`src/rtl/ql_bus_pkg.sv`:
```
// Shared types and constants for the QL 8-bit RAM bus initiator.
package ql_bus_pkg;

  // Byte sequencer states
  typedef enum logic [2:0] {
    StIdle,
    StReqHi,
    StReqLo,
    StDone,
    StRelease
  } ql_bus_seq_state_t;

  // Byte-address LSB for each CPU lane: upper lane is the even byte
  localparam logic LANE_HI = 1'b0;
  localparam logic LANE_LO = 1'b1;

  // Value returned for a lane that was not read (or that timed out)
  localparam logic [7:0] RD_IDLE_BYTE = 8'hFF;

endpackage

```
`src/rtl/ql_bus_timeout.sv`:
```
// Per-byte acknowledge watchdog for the QL bus sequencer.
// Only instantiated when QL_BUS_TIMEOUT_EN is defined.
module ql_bus_timeout #(
  parameter int unsigned TIMEOUT = 255
) (
  input  logic clk_sys,
  input  logic reset,
  input  logic clear,
  input  logic enable,
  output logic expired
);

  localparam logic [7:0] LastCnt = 8'(TIMEOUT - 1);

  logic [7:0] cnt_q, cnt_d;

  // Expires in the TIMEOUT-th enabled cycle since the last clear
  always_comb begin
    expired = enable && (cnt_q == LastCnt);
    cnt_d   = cnt_q;
    if (clear || expired) begin
      cnt_d = 8'd0;
    end else if (enable) begin
      cnt_d = cnt_q + 8'd1;
    end
  end

  // Counter register
  always_ff @(posedge clk_sys) begin
    if (reset) begin
      cnt_q <= 8'd0;
    end else begin
      cnt_q <= cnt_d;
    end
  end

endmodule

```
`src/rtl/ql_bus_byte_sequencer.sv`:
```
// Initiator side of the QL 8-bit RAM bus: splits a 68000-style 16-bit cycle into one or
// two byte requests (even byte first), assembles read data and returns cpu_dtack.
// Optional per-byte ack timeout enabled by defining QL_BUS_TIMEOUT_EN.
module ql_bus_byte_sequencer
  import ql_bus_pkg::*;
#(
  parameter int unsigned ADDR_W  = 24,
  parameter int unsigned TIMEOUT = 255
) (
  input  logic              clk_sys,
  input  logic              reset,
  input  logic              cpu_as,
  input  logic              cpu_rw,
  input  logic              cpu_uds,
  input  logic              cpu_lds,
  input  logic [ADDR_W-2:0] cpu_addr,
  input  logic [15:0]       cpu_dout,
  output logic [15:0]       cpu_din,
  output logic              cpu_dtack,
  output logic              mem_req,
  output logic              mem_we,
  output logic [ADDR_W-1:0] mem_addr,
  output logic [7:0]        mem_wdata,
  input  logic [7:0]        mem_rdata,
  input  logic              mem_ack,
  output logic              busy,
  output logic              bus_err
);

  ql_bus_seq_state_t state_q, state_d;

  logic              rd_q, rd_d;
  logic              lds_q, lds_d;
  logic [ADDR_W-2:0] addr_q, addr_d;
  logic [15:0]       dout_q, dout_d;
  logic [15:0]       din_q, din_d;
  // One dead cycle between the even and odd request so the two never merge
  logic              gap_q, gap_d;

  logic              in_req;
  logic              lane_lo;
  logic              timeout_hit;
  logic              byte_done;
  logic [7:0]        byte_data;

  assign in_req    = (state_q == StReqHi) || (state_q == StReqLo);
  assign lane_lo   = (state_q == StReqLo);
  assign mem_req   = in_req && !gap_q;
  assign byte_done = mem_req && (mem_ack || timeout_hit);
  assign byte_data = mem_ack ? mem_rdata : RD_IDLE_BYTE;

`ifdef QL_BUS_TIMEOUT_EN
  logic to_expired;

  ql_bus_timeout #(
    .TIMEOUT(TIMEOUT)
  ) u_timeout (
    .clk_sys(clk_sys),
    .reset  (reset),
    .clear  (!mem_req || mem_ack),
    .enable (mem_req),
    .expired(to_expired)
  );

  // A real ack in the expiry cycle wins over the timeout
  assign timeout_hit = to_expired && !mem_ack;
  assign bus_err     = mem_req && timeout_hit;
`else
  logic unused_timeout;
  assign unused_timeout = ^8'(TIMEOUT);
  assign timeout_hit    = 1'b0;
  assign bus_err        = 1'b0;
`endif

  // Memory-side outputs are zero whenever no request is on the bus
  always_comb begin
    mem_we    = mem_req && !rd_q;
    mem_addr  = '0;
    mem_wdata = 8'd0;
    if (mem_req) begin
      mem_addr = {addr_q, lane_lo ? LANE_LO : LANE_HI};
      if (!rd_q) begin
        mem_wdata = lane_lo ? dout_q[7:0] : dout_q[15:8];
      end
    end
    cpu_din   = din_q;
    cpu_dtack = (state_q == StDone);
    busy      = (state_q != StIdle);
  end

  // Next-state: latch the CPU cycle, step through the byte requests, handshake dtack
  always_comb begin
    state_d = state_q;
    rd_d    = rd_q;
    lds_d   = lds_q;
    addr_d  = addr_q;
    dout_d  = dout_q;
    din_d   = din_q;
    gap_d   = 1'b0;

    unique case (state_q)
      StIdle: begin
        if (cpu_as && (cpu_uds || cpu_lds)) begin
          rd_d   = cpu_rw;
          lds_d  = cpu_lds;
          addr_d = cpu_addr;
          dout_d = cpu_dout;
          if (cpu_rw) begin
            din_d = {RD_IDLE_BYTE, RD_IDLE_BYTE};
          end
          state_d = cpu_uds ? StReqHi : StReqLo;
        end
      end
      StReqHi: begin
        if (byte_done) begin
          if (rd_q) begin
            din_d[15:8] = byte_data;
          end
          if (!cpu_as) begin
            state_d = StRelease;
          end else if (lds_q) begin
            state_d = StReqLo;
            gap_d   = 1'b1;
          end else begin
            state_d = StDone;
          end
        end
      end
      StReqLo: begin
        if (byte_done) begin
          if (rd_q) begin
            din_d[7:0] = byte_data;
          end
          state_d = cpu_as ? StDone : StRelease;
        end
      end
      StDone: begin
        if (!cpu_as) begin
          state_d = StRelease;
        end
      end
      StRelease: begin
        state_d = StIdle;
      end
      default: begin
        state_d = StIdle;
      end
    endcase
  end

  // State and latched-cycle registers
  always_ff @(posedge clk_sys) begin
    if (reset) begin
      state_q <= StIdle;
      rd_q    <= 1'b0;
      lds_q   <= 1'b0;
      addr_q  <= '0;
      dout_q  <= 16'd0;
      din_q   <= {RD_IDLE_BYTE, RD_IDLE_BYTE};
      gap_q   <= 1'b0;
    end else begin
      state_q <= state_d;
      rd_q    <= rd_d;
      lds_q   <= lds_d;
      addr_q  <= addr_d;
      dout_q  <= dout_d;
      din_q   <= din_d;
      gap_q   <= gap_d;
    end
  end

endmodule

```
`config.mk`:
```
export PLATFORM = sky130hd
export DESIGN_NAME = ql_bus_byte_sequencer
export DESIGN_NICKNAME = d
export VERILOG_FILES = /design/src/rtl/ql_bus_pkg.sv /design/src/rtl/ql_bus_timeout.sv /design/src/rtl/ql_bus_byte_sequencer.sv
export SDC_FILE = /design/constraint.sdc
export NUM_CORES = 1
export LEC_CHECK = 0
export ABC_AREA = 1
export ABC_CLOCK_PERIOD_IN_PS = 1800
export CORE_UTILIZATION = 44
export CTS_CLUSTER_DIAMETER = 60
export DETAILED_ROUTE_END_ITERATION = 12
export PLACE_DENSITY = 0.79
export SETUP_SLACK_MARGIN = 0.3
export SLEW_MARGIN = 20
export SYNTH_ARGS = -nofsm -noshare
export SYNTH_HDL_FRONTEND = slang
export SYNTH_SLANG_ARGS = --single-unit
```
`constraint.sdc`:
```
create_clock -name clk_sys -period 1.8 [get_ports clk_sys]
set_clock_uncertainty 0.05 [all_clocks]
set_input_delay 0.54 -clock clk_sys [delete_from_list [all_inputs] [get_ports clk_sys]]
set_output_delay 0.54 -clock clk_sys [all_outputs]
set_load 0.1 [all_outputs]
```
==> impl_metrics.ini, run 1 <==
[yosys]
synth_area_leaders = dfxtp_1 (43%), nor2_1 (9.0%), nand3_1 (7.8%)
synth-seq-area-share_pct = 43.3
netlist_area_um2 = 2820
synth_top_area_share_pct = 43.3
synth.distinct_cells = 29
synth.largest_area_cell = dfxtp_1
synth_seq_cells = 61
syn_area_per_cell_um2 = 7.28
synth_nets = 442
synth_warnings = 0
synth_cells = 388

[global_route]
grt_max_degree = 58

[cts]
clock_sinks = 61
cts-root-buf = clkbuf_8
cts_hold_buffers = 0
clk_path_buf_depth = 2
cts_max_level = 3
cts_buffers = 9

[status]
lastStage = global routing
status = stopped before the end
toolErrorMsg = [ERROR DPL-0038] Utilization greater than 100%, impossible to legalize

[die]
die_w_um = 82.1
start_util_pct = 46.6
rows = 28
pin_count = 107
fp.dieH_um = 82.1

[placed_design]
io_buffers = 105
dp_hpwl_um = 6130
globalplace.congestion = 0.834

[sta]
worst-ep-kind = output port
worstEndpointGrtRepair = mem_addr[21]
-- logic make-up after synthesis --
kind of cell	after synthesis	share of synthesized area, %
AND/OR/NAND/NOR	177	28.9
buffers and inverters	71	12.4
AO/OA/AOI/OAI	78	15.3
other	1	0.133
flip-flops	61	43.3
-- synth_stat cells --
cell type  number
o21ai_1        10
clkbuf_1        8
nor2_1         68
nand2_4         2
nand4_1         8
nor4_1          1
inv_2           3
inv_6           1
dfxtp_1        61
nor2_4          2
nor3b_1         1
nand3_1        44
nand2_1        46
nor2_8          1
conb_1          1
inv_1          42
a21oi_1        24
buf_2           6
o21ai_0        32
nand3b_1        1
o21ai_2         2
nand2_2         2
buf_6           9
a211oi_1        7
o211ai_1        1
buf_4           1
a211oi_2        2
nand3_4         1
clkinv_1        1
-- what timing repair did --
action | 4_1_cts
pin swaps | 29
buffers inserted | 16
setup endpoints to repair | 96
gates cloned | 7
resized for setup | 110
-- per-stage QoR --
step	cell area [um^2]	TNS [ns]	setup slack [ns]	std cells	utilization [%]
floorplan	3130	-31.33	-1.16	388	-
CTS	5720	-16.94	-0.559	610	94.4
global placement	4910	-14.29	-0.236	573	81.1
detailed placement	4910	-19.11	-0.327	573	81.1
==> inputs of run 2 (changes only) <==
Settings changed: CORE_UTILIZATION 44 to 31, CTS_CLUSTER_DIAMETER 60 to unset, PLACE_DENSITY 0.79 to unset, PLACE_DENSITY_LB_ADDON set to 0.15, SETUP_SLACK_MARGIN 0.3 to unset.
==> run 2 against run 1 <==
  * The flow now finishes, with violations (negative setup slack)
  * Area after synthesis unchanged
  * Synthesized cell count unchanged
==> impl_metrics.ini, run 2 <==
[status]
status = finished, violations left
violations = negative setup slack

[finish]
mostFrequentLayoutCell = buf_12
antennaDiodeCount = 0
final_util_pct = 61.8
fillerInstances = 752
drive_above_1_share_pct = 33.2
largest_register = addr_q
fin_area_um2 = 5420
areaGrowthSynthToFinish_pct = 91.8
largest_register_ffs = 23
nets = 573
layout_common_cells = buf_12 (60), dfxtp_1 (58), clkdlybuf4s50_1 (53), nand2_1 (44), nor2_1 (43)
finalNonFillerCells = 632

[global_route]
grt_pass1_wl_um = 14000
grt-ovfl-total = 0
grt_pass1_vias = 2901
antenna_found_initial = 0
grt_max_degree = 38
grtUsageTotal_pct = 18.7

[route]
drt_iter0_markers = 116
drcViolationCount = 0
postRouteAntennaNets = 0
wl_per_cell_um = 13.4
via_count = 2984
viasPerCell = 4.72
drt-total-wl_um = 8470
drt_first_pass_iters = 4

[die]
start_util_pct = 32.2
pin_count = 107
die_w_um = 97.4
rows = 34
coreArea_um2 = 8760
die_area_um2 = 9490
fp.dieH_um = 97.4

[placed_design]
dp_hpwl_um = 5790
io_buffers = 105
dp.cells = 605
globalplace.congestion = 0.813
place_ws_ns = -0.266
postPlaceCellArea_um2 = 4940

[sta]
maxSlewViolCount = 0
fmax_ghz = 0.422
worst_slack_ns = -0.570
rsz0062_at_grt = yes
hold_violations = 0
min_period_ns = 2.37
period_share_pct = 132
setup_viol = 34

[yosys]
syn_area_per_cell_um2 = 7.28
netlist_area_um2 = 2820
post-synth-top-count-cell = nor2_1
synth.largest_area_cell = dfxtp_1
synth.distinct_cells = 29
synth_edf_count = 0
synth_area_leaders = dfxtp_1 (43%), nor2_1 (9.0%), nand3_1 (7.8%)
synth_warnings = 0
synth_nets = 442
synth_cells = 388
synth_common_cells = nor2_1 (68), dfxtp_1 (61), nand2_1 (46), nand3_1 (44), inv_1 (42)
synth_top_area_share_pct = 43.3
synth-async-reset-ratio_pct = 0
synth_ff_type = dfxtp_1
synth-seq-area-share_pct = 43.3
synth_seq_cells = 61

[worst_setup_path]
crit_path_top_delay_cell = dfxtp_2
worst_setup_path_startpoint = state_q[2]
crit_buf_inv = 4
cp.arrival_ns = 1.78
r2r_start = state_q[2]
cpPeakStageDelay_ns = 0.34
crit_cells = 9
crit_chain = nor2_1 -> nand2_1 -> nand2_2 -> inv_2 -> nor2_4 -> buf_6 -> inv_8 -> a211oi_4 -> buf_12
path_delay_family = buffers and inverters
crit_type = register to output port
r2r_cells = 12
start_kind = register
cp-end-kind = output port
critical_path_peak_fanout = 5
worstPathRequired_ns = 1.21

[cts]
cts-root-buf = clkbuf_8
clk_path_buf_depth = 2
cts_tree = yes
cts_max_level = 3
insertion_delay_ns = 0.34
cts_hold_buffers = 0
cts.clk_slew.worst_paths_ns = 0.07
cts_buffers = 9
clock_sinks = 61

[hold_path]
hold_start = addr_q[4]
hp-class = register to register
hold_depth = 2

[pwr]
p_leak_nw = 2.16
power_w = 0.00965
ir_drop_mv = 0.723
pwr_density_cell_nw_per_um2 = 1780

[run]
maxCapViolCount = 0
[run 2: cell counts after synthesis]
No cell type changed its count.
[run 2: worst reg2reg max path, cell delays in order (launching register included)]
cell	delay [ns]
dfxtp_2	0.34
nor2_1	0.10
nand2_1	0.08
nand2_2	0.10
buf_4	0.11
buf_6	0.08
buf_4	0.09
buf_4	0.11
nand3_4	0.07
nand2_4	0.11
buf_4	0.12
nand3b_1	0.08
nor2_1	0.17
[run 2: stage by stage]
stage          hold WS [ns]  setup TNS [ns]
6_report              0.454          -17.66
5_1_grt               0.477          -20.94
4_1_cts               0.450          -20.36
3_5_place_dp          0.416          -16.33
3_3_place_gp          0.407          -13.98
2_1_floorplan         0.398          -31.33
[run 2: area by class of cell]
type	instances	area [um^2]	area share, %
multi-input cells	256	1650	30.4
repair buffers	142	1970	36.3
flip-flops and latches	61	1220	22.6
well taps	108	135	2.50
inverters	47	193	3.56
clock inverters	3	67.6	1.25
clock buffers	13	159	2.93
repair inverters	2	22.5	0.416
[run 2: cell families (layout without fill, tap and decap cells)]
logic type	count (synthesis)	in the layout	synth area share, %
AND/OR/NAND/NOR	177	177	28.9
AO/OA/AOI/OAI	78	78	15.3
buffers and inverters	71	207	12.4
flip-flops	61	61	43.3
other	1	1	0.133
[run 2: routing by layer]
layer	vias up	wire length, um	track usage (%)
met4	0	269	10.3
met5	-	0	0
met1	1353	3570	22.5
met2	91	4090	29.8
li1	1516	-	-
met3	24	542	5.76
[run 2: timing repair]
item / in CTS / in global routing
buffers inserted: 16 / 3
gates cloned: 2 / 0
pin swaps: 19 / 4
resized for setup: 34 / 8
setup endpoints to repair: 36 / 48
[run 2: final timing paths]
path	to	slack, ns
hold / removal	addr_q[4]	0.45
hold reg to reg	addr_q[4]	0.45
setup reg to reg	state_q[1]	0.11
setup / recovery	mem_wdata[7]	-0.57
[run 2: power by group]
group	switching [W]	internal, W
Clock	0.000540	0.000857
Sequential	0.000207	0.00173
Combinational	0.00401	0.00231
Total	0.00476	0.00490
No activity file was read; power rests on OpenSTA's default activity.
==> inputs of run 3 (changes only) <==
Settings changed: CORE_UTILIZATION 31 to 40.
==> run 3 against run 2 <==
  * The flow still finishes with violations (negative setup slack)
  * Combinational power is 5.1% higher
  * Sequential cell count stayed put
  * Final cell count is 1.3% higher
  * Die area is 22% lower
  * Worst setup slack worse by 0.099 ns
  * Design area is 2.9% higher
  * Sequential share of layout area is 0.50 points lower
  * Global-route usage is 8.0 points higher
  * Wire length is 13% higher
  * Via count is 8.1% higher
  * Clock power is 4% lower
  * Register-to-register slack worse by 0.07 ns
  * Critical endpoint is now mem_wdata[6]
==> impl_metrics.ini, run 3 (synthesis results as in run 2) <==
[status]
status = finished, violations left
violations = negative setup slack

[sta]
worst_slack_ns = -0.669
period_share_pct = 137
min_period_ns = 2.47
hold_violations = 0
fmax_ghz = 0.405
setup_viol = 36
rsz0062_at_grt = yes
holdWs_ns = 0.455
maxSlewViolCount = 0

[die]
fp.dieH_um = 86.0
start_util_pct = 41.5
coreArea_um2 = 6790
die_area_um2 = 7400
pin_count = 107
rows = 30
die_w_um = 86.0

[hold_path]
hp-class = register to register

[finish]
largest_register_ffs = 23
fillerInstances = 409
mostFrequentLayoutCell = buf_12
finalNonFillerCells = 640
antennaDiodeCount = 0
layout_common_cells = buf_12 (60), dfxtp_1 (58), clkdlybuf4s50_1 (52), nand3_1 (42)
nets = 593
largest_register = addr_q
drive_above_1_share_pct = 37.3
areaGrowthSynthToFinish_pct = 97.3

[worst_setup_path]
crit_type = register to output port
worstPathRequired_ns = 1.21
cp.arrival_ns = 1.88
start_kind = register
crit_chain = nor2_4 -> nand2_2 -> nand2_2 -> inv_2 -> nor2_4 -> inv_4 -> buf_12 -> a211oi_4 -> buf_12
critical_path_peak_fanout = 6
cp-end-kind = output port
cpPeakStageDelay_ns = 0.37
crit_path_top_delay_cell = dfxtp_4

[cts]
clk_path_buf_depth = 2
cts.clk_slew.worst_paths_ns = 0.07
cts-root-buf = clkbuf_8
cts_tree = yes
cts_max_level = 3
insertion_delay_ns = 0.34
clock_sinks = 61
cts_buffers = 9

[route]
drcViolationCount = 0
highest_layer = met4
wl_met1_um = 3710
met3WireLength_um = 542
drt_first_pass_iters = 5
wl_per_cell_um = 14.9
drt_iter0_markers = 186
drt-total-wl_um = 9560
via_count = 3225
dr_wl_met2_um = 5180
viasPerCell = 5.04
postRouteAntennaNets = 0

[pwr]
pwr_density_cell_nw_per_um2 = 1790
ir_drop_mv = 1.10
power_w = 0.00996
p_leak_nw = 2.27

[placed_design]
globalplace.congestion = 0.829
dp.cells = 600
dp_hpwl_um = 5940
io_buffers = 105

[global_route]
grt_pass1_wl_um = 15300
grt_max_degree = 43
grtUsageTotal_pct = 26.8
antenna_found_initial = 0
grt-ovfl-total = 0
grt_pass1_vias = 3247

[run]
maxCapViolCount = 0
run 3: cell count changes in the layout (fill, tap and decap cells not counted), moves of 5 or more:
cell | before | now
buf_4 | 24 | 40
buf_6 | 5 | 10
nand2_1 | 44 | 33
nand2_2 | 2 | 12
nand3_1 | 32 | 42
nand3_2 | 9 | 0
run 3: cell type report:
class                           count  area [um^2]  area share [%]
Inverter                           47          193            3.46
Clock inverter                      6         86.3            1.55
Timing Repair Buffer              164         2150            38.6
Clock buffer                       10          138            2.47
Sequential cell                    61         1230            22.1
Multi-Input combinational cell    256         1650            29.6
Tap cell                           96          120            2.16
run 3: per-stage QoR:
step | area (um^2) | setup WS [ns] | util (%) | TNS [ns]
global placement | 4970 | -0.263 | 73.1 | -14.36
detailed placement | 4970 | -0.260 | 73.1 | -15.66
finish | 5570 | -0.669 | 82.0 | -20.28
CTS | 5510 | -0.615 | 81.1 | -22.48
global route | 5570 | -0.762 | 82.0 | -24.37
floorplan | 3100 | -1.16 | - | -31.33
run 3: what timing repair did:
action                                 in CTS  in global routing
pin swaps                                   8                 15
resized for setup                          21                 38
endpoints found under the hold margin       0                  0
setup buffers                              30                 10
hold buffers                                0                  0
setup endpoints to repair                  36                 52
cloned                                      0                  1
run 3: worst paths after layout:
path                from  slack [ns]  depth (start not counted)           end
max           state_q[0]       -0.67                          9  mem_wdata[6]
min reg2reg  cpu_din[12]        0.46                          2   cpu_din[12]
min          cpu_din[12]        0.46                          2   cpu_din[12]
max reg2reg   state_q[0]        0.04                         10     addr_q[0]
run 3: critical path: cells and delay by family (launching register included):
family | cells | cell delay [ns]
buf+inv | 4 | 0.50
flops | 1 | 0.37
compound gates | 1 | 0.22
simple gates | 4 | 0.44
run 3: where the power goes:
| part | internal [W] | switching (W) | leakage (nW) |
|---|---|---|---|
| Clock | 0.000814 | 0.000539 | 0.112 |
| Combinational | 0.00251 | 0.00414 | 1.65 |
| Sequential | 0.00173 | 0.000231 | 0.505 |
run 3: per-layer routing:
layer / vias up / global-route usage [%]
met4: 0 / 13.2
met1: 1516 / 29.7
met3: 16 / 8.66
li1: 1553 / -
met2: 140 / 46.0
met5: - / 0
